[config.mk]
export PLATFORM = sky130hd
export DESIGN_NAME = mult_datapath
export DESIGN_NICKNAME = d
export VERILOG_FILES = /design/src/rtl/mult_pkg.sv /design/src/rtl/mult_step.sv /design/src/rtl/mult_datapath.sv
export SDC_FILE = /design/constraint.sdc
export NUM_CORES = 1
export LEC_CHECK = 0
export ABC_AREA = 0
export ABC_CLOCK_PERIOD_IN_PS = 5100
export BUFFER_PORTS_ARGS = -buffer_cell sky130_fd_sc_hd__buf_4
export CAP_MARGIN = 5
export CORE_MARGIN = 1
export CORE_UTILIZATION = 45
export CTS_BUF_LIST = sky130_fd_sc_hd__clkbuf_8
export DETAILED_ROUTE_END_ITERATION = 6
export PLACE_DENSITY = 0.69
export SLEW_MARGIN = 10
export SYNTH_ARGS = -nofsm -noshare
export SYNTH_HDL_FRONTEND = slang
export SYNTH_SLANG_ARGS = --single-unit
export TNS_END_PERCENT = 100
[constraint.sdc]
create_clock -name clk -period 5.1 [get_ports clk]
set_input_delay 1.02 -clock clk [delete_from_list [all_inputs] [get_ports clk]]
set_output_delay 1.02 -clock clk [all_outputs]
set_load 0.01 [all_outputs]
[src/rtl/mult_pkg.sv]
// Shared constants for the 4-bit shift-and-add multiplier: the FSM state encoding
// and the datapath widths.
package mult_pkg;

    localparam logic [1:0] INIT  = 2'd0;
    localparam logic [1:0] LATCH = 2'd1;
    localparam logic [1:0] CALC  = 2'd2;
    localparam logic [1:0] DONE  = 2'd3;

    localparam int MULT_W = 4;
    localparam int PROD_W = 8;

    localparam logic [1:0] CNT_INIT = 2'd3;

endpackage

[src/rtl/mult_step.sv]
// One shift-and-add step: if bit k of the multiplier is set, the multiplicand is
// shifted left by k and added to the accumulator.
module mult_step
    import mult_pkg::*;
(
    input  logic [PROD_W-1:0] acc,
    input  logic [MULT_W-1:0] a_reg,
    input  logic [MULT_W-1:0] b_reg,
    input  logic [1:0]        k,
    output logic [PROD_W-1:0] acc_next
);

    logic [PROD_W-1:0] addend;

    always_comb begin
        addend   = PROD_W'(a_reg) << k;
        acc_next = acc;
        if (b_reg[k])
            acc_next = acc + addend;
    end

endmodule

[src/rtl/mult_datapath.sv]
// Datapath behind the multiplier control FSM: latches operands, runs four partial-product
// steps and publishes the product with a one-cycle valid pulse. Signed operands are
// supported when MULT_DATAPATH_SIGNED_EN is defined.
module mult_datapath
    import mult_pkg::*;
(
    input  logic              clk,
    input  logic              rst,
    input  logic [1:0]        state,
    input  logic [MULT_W-1:0] a,
    input  logic [MULT_W-1:0] b,
    output logic [1:0]        count,
    output logic [PROD_W-1:0] product,
    output logic              valid,
    output logic              busy
);

    logic [MULT_W-1:0] a_reg;
    logic [MULT_W-1:0] b_reg;
    logic [PROD_W-1:0] acc;
    logic [1:0]        count_reg;
    logic [PROD_W-1:0] product_reg;
    logic              valid_reg;
    logic [1:0]        k;
    logic [PROD_W-1:0] acc_next;
    logic [MULT_W-1:0] a_load;
    logic [MULT_W-1:0] b_load;
    logic [PROD_W-1:0] result;

`ifdef MULT_DATAPATH_SIGNED_EN
    logic neg_reg;

    // A 4-bit magnitude covers -8 because the register is read as unsigned.
    function automatic logic [MULT_W-1:0] mag(input logic signed [MULT_W-1:0] v);
        return v[MULT_W-1] ? MULT_W'(~v + 1'b1) : v;
    endfunction

    function automatic logic [PROD_W-1:0] negate(input logic [PROD_W-1:0] v);
        return PROD_W'(~v + 1'b1);
    endfunction

    assign a_load = mag(a);
    assign b_load = mag(b);
    assign result = neg_reg ? negate(acc) : acc;
`else
    assign a_load = a;
    assign b_load = b;
    assign result = acc;
`endif

    assign k = CNT_INIT - count_reg;

    mult_step u_step (
        .acc      (acc),
        .a_reg    (a_reg),
        .b_reg    (b_reg),
        .k        (k),
        .acc_next (acc_next)
    );

    always_ff @(posedge clk) begin
        if (!rst) begin
            a_reg       <= '0;
            b_reg       <= '0;
            acc         <= '0;
            count_reg   <= '0;
            product_reg <= '0;
            valid_reg   <= 1'b0;
`ifdef MULT_DATAPATH_SIGNED_EN
            neg_reg     <= 1'b0;
`endif
        end else begin
            valid_reg <= 1'b0;
            case (state)
                LATCH: begin
                    a_reg     <= a_load;
                    b_reg     <= b_load;
                    acc       <= '0;
                    count_reg <= CNT_INIT;
`ifdef MULT_DATAPATH_SIGNED_EN
                    neg_reg   <= a[MULT_W-1] ^ b[MULT_W-1];
`endif
                end
                CALC: begin
                    acc <= acc_next;
                    if (count_reg != 2'd0)
                        count_reg <= count_reg - 2'd1;
                end
                DONE: begin
                    product_reg <= result;
                    valid_reg   <= 1'b1;
                end
                default: ;
            endcase
        end
    end

    assign count   = count_reg;
    assign product = product_reg;
    assign valid   = valid_reg;
    assign busy    = (state != INIT);

endmodule

==> out/qor.yml <==
status: "completed"
clock_path_buffers: 2
synthesis.nets: 199
crit_arrival_ns: 1.64
synth_fa_ha_area_share_pct: 7.81
ys_warn_count: 0
track_usage_pct: 20.4
clock-root-buffer: "clkbuf_8"
setup_viol: 0
drt_iter0_drc: 43
synth-seq-cells: 27
fin_skew_ns: 0.00230
dp_slack_ns: 2.44
synth_compound_area_share_pct: 24.9
maxCapViolCount: 0
fin_tns_setup_ns: 0
cp-start-kind: "primary input"
final_hold_viol_count: 0
synth_top_area_share_pct: 35.2
yosysTopAreaCell: "dfxtp_1"
crit_chain: "buf_4, or2_2, buf_4"
dieArea_mm2: 0.00365
cpMaxStageDelayCell: "or2_2"
cts_tree: "yes"
synth_xor_area_share_pct: 0.570
switchingPower_mw: 0.103
avgSynthCellArea_um2: 8.64
via_per_inst: 5.50
crit_buf_inv: 2
rsz0062_at_grt: "false"
routed_wl_mm: 3.26
end_kind: "output pin"
fin_ws_ns: 2.44
power_frac_comb_pct: 13.4
cts_sinks: 27
grt_max_degree: 33
drive_above_1_share_pct: 20.2
die_w_um: 60.5
io_buffer_count: 23
hold_class: "flip-flop to flip-flop"
core_area_mm2: 0.00315
diodes: 0
seq_power_share_pct: 56.2
critPathKind: "primary input to output pin"
htreeDepth: 1
intPower_mw: 0.296
synth_top_family_by_area: "compound AO/OA/AOI/OAI gates"
dieHeight_um: 60.5
power_mw: 0.399
rows: 20
vias: 1304
tightest_slew_ns: 0.659
cts_resized: 0
swShare_pct: 25.9
drv_slew: 0
grt_pass1_vias: 1255
powerDensity_mw_per_mm2: 228
grt_pass1_wl_mm: 5.51
power_frac_clock_pct: 30.4
relSlewSlack_pct: 56.1
fin_crit_sh_pct: 52.2
required_ns: 4.08
initial_core_util_pct: 48.8
overflow: 0
crit_top_cell: "buf_4"
gp_congestion: 0.776
final_common_cell: "nand2_1"
cp_max_fo: 18
syn2layout_area_growth_pct: 13.8
syn_inst: 178
hpwl_mm: 2.41
cts_buffers: 3
crit_family: "buffers and inverters"
ios: 24
ys_seq_area_share_pct: 35.2
synth_edf_count: 0
drc: 0
finalCriticalPeriod_ns: 2.66
cts_setup_buffers: 0
fin_nets: 215
fmax_ghz: 0.376
synth.area.top_cells: "dfxtp_1 35%, a21boi_0 7.8%, nand2_1 7.3%"
synth_ff_type: "dfxtp_1"
clock_latency_ns: 0.27
ir_drop_mv: 0.176
ctsHoldBuffers: 0
avgRoutedWirePerCell_um: 13.8
slowest_delay_ns: 0.30
first_pass_iters: 4
drtAntennaViolNets: 0
async_flop_share_pct: 0
synthMuxAreaShare_pct: 4.80
p_leak_nw: 0.734
antenna_found_initial: 0
synth_area_mm2: 0.00154
clk_pin_slew_ns: 0.09
yosysUniqueCellTypes: 39
synth-simple-area-share_pct: 21.7
final_cell_mix: "30 x nand2_1, 27 x dfxtp_1, 23 x buf_4, 16 x a21boi_0, 11 x nand3_1"
## synthesized netlist by cell type, drive strengths merged (2+ instances only)
cell and count:
a2111o 2, a211o 2, a211oi 5, a21boi 18
a21o 3, a21oi 7, and3 6, buf 3
clkbuf 9, dfxtp 27, ha 8, inv 4
mux2i 4, nand2 30, nand2b 3, nand3 11
nand3b 2, nand4 2, nor2 9, nor2b 2
o21a 5, o21ai 3, o221a 2, o311ai 2
or3 2
## stage by stage
stage	instances	hold WS [ns]	cell area [µm²]	util (%)
final	237	0.466	1750	55.5
after global routing	237	0.494	1750	55.5
after CTS	237	0.473	1750	55.5
after detailed placement	233	0.460	1700	54.0
after global placement	233	0.452	1700	54.0
after floorplan	178	0.440	1540	-
## layer usage
layer / vias up / GRT usage (%) / share of wire, %
li1: 667 / - / -
met1: 608 / 26.7 / 49
met2: 22 / 33.3 / 47
met3: 7 / 3.62 / 2.6
met4: 0 / 8.77 / 1.7
met5: - / 0 / 0
## power groups by stage
| stage | clock [mW] | sequential (mW) | combinational (mW) |
|---|---|---|---|
| after detailed placement | 0 | 0.229 | 0.0535 |
| after floorplan | 0 | 0.225 | 0.0416 |
| final | 0.121 | 0.224 | 0.0536 |
| after global placement | 0 | 0.228 | 0.0518 |
| after CTS | 0.125 | 0.224 | 0.0537 |
| after global routing | 0.136 | 0.225 | 0.0600 |
## worst reg2reg max path, stage by stage (launching register included)
cell and delay [ns]:
dfxtp_1 0.59, mux2_2 0.40, nand2_1 0.06, o21ai_0 0.09, ha_1 0.38, a211oi_1 0.36, o21bai_1 0.15, a2111o_1 0.42
o311ai_1 0.10
## layout make-up
class	instances	area [µm²]
inverters	4	15.0
repair buffers	23	173
fillers	313	1400
well taps	44	55.1
flip-flops and latches	27	541
clock inverters	1	5.00
clock buffers	3	41.3
multi-input cells	135	920
## path summary, 6_finish.rpt
| kind | slack [ns] | to | cells past startpoint | startpoint |
|---|---|---|---|---|
| hold reg to reg | 0.47 | product[7] | 2 | product[7] |
| hold / removal | 0.47 | product[7] | 2 | product[7] |
| setup / recovery | 2.44 | busy | 3 | state[1] |
| setup reg to reg | 2.46 | acc[6] | 8 | count[1] |
## kinds of logic (layout without fill, tap and decap cells)
group / Yosys count / after routing
flip-flops: 27 / 27
multiplexers: 6 / 6
buffers and inverters: 16 / 31
AO/OA/AOI/OAI: 51 / 51
adder cells (fa/ha/maj): 9 / 9
AND/OR/NAND/NOR: 68 / 68
XOR/XNOR: 1 / 1
No activity file was read; power rests on OpenSTA's default activity.
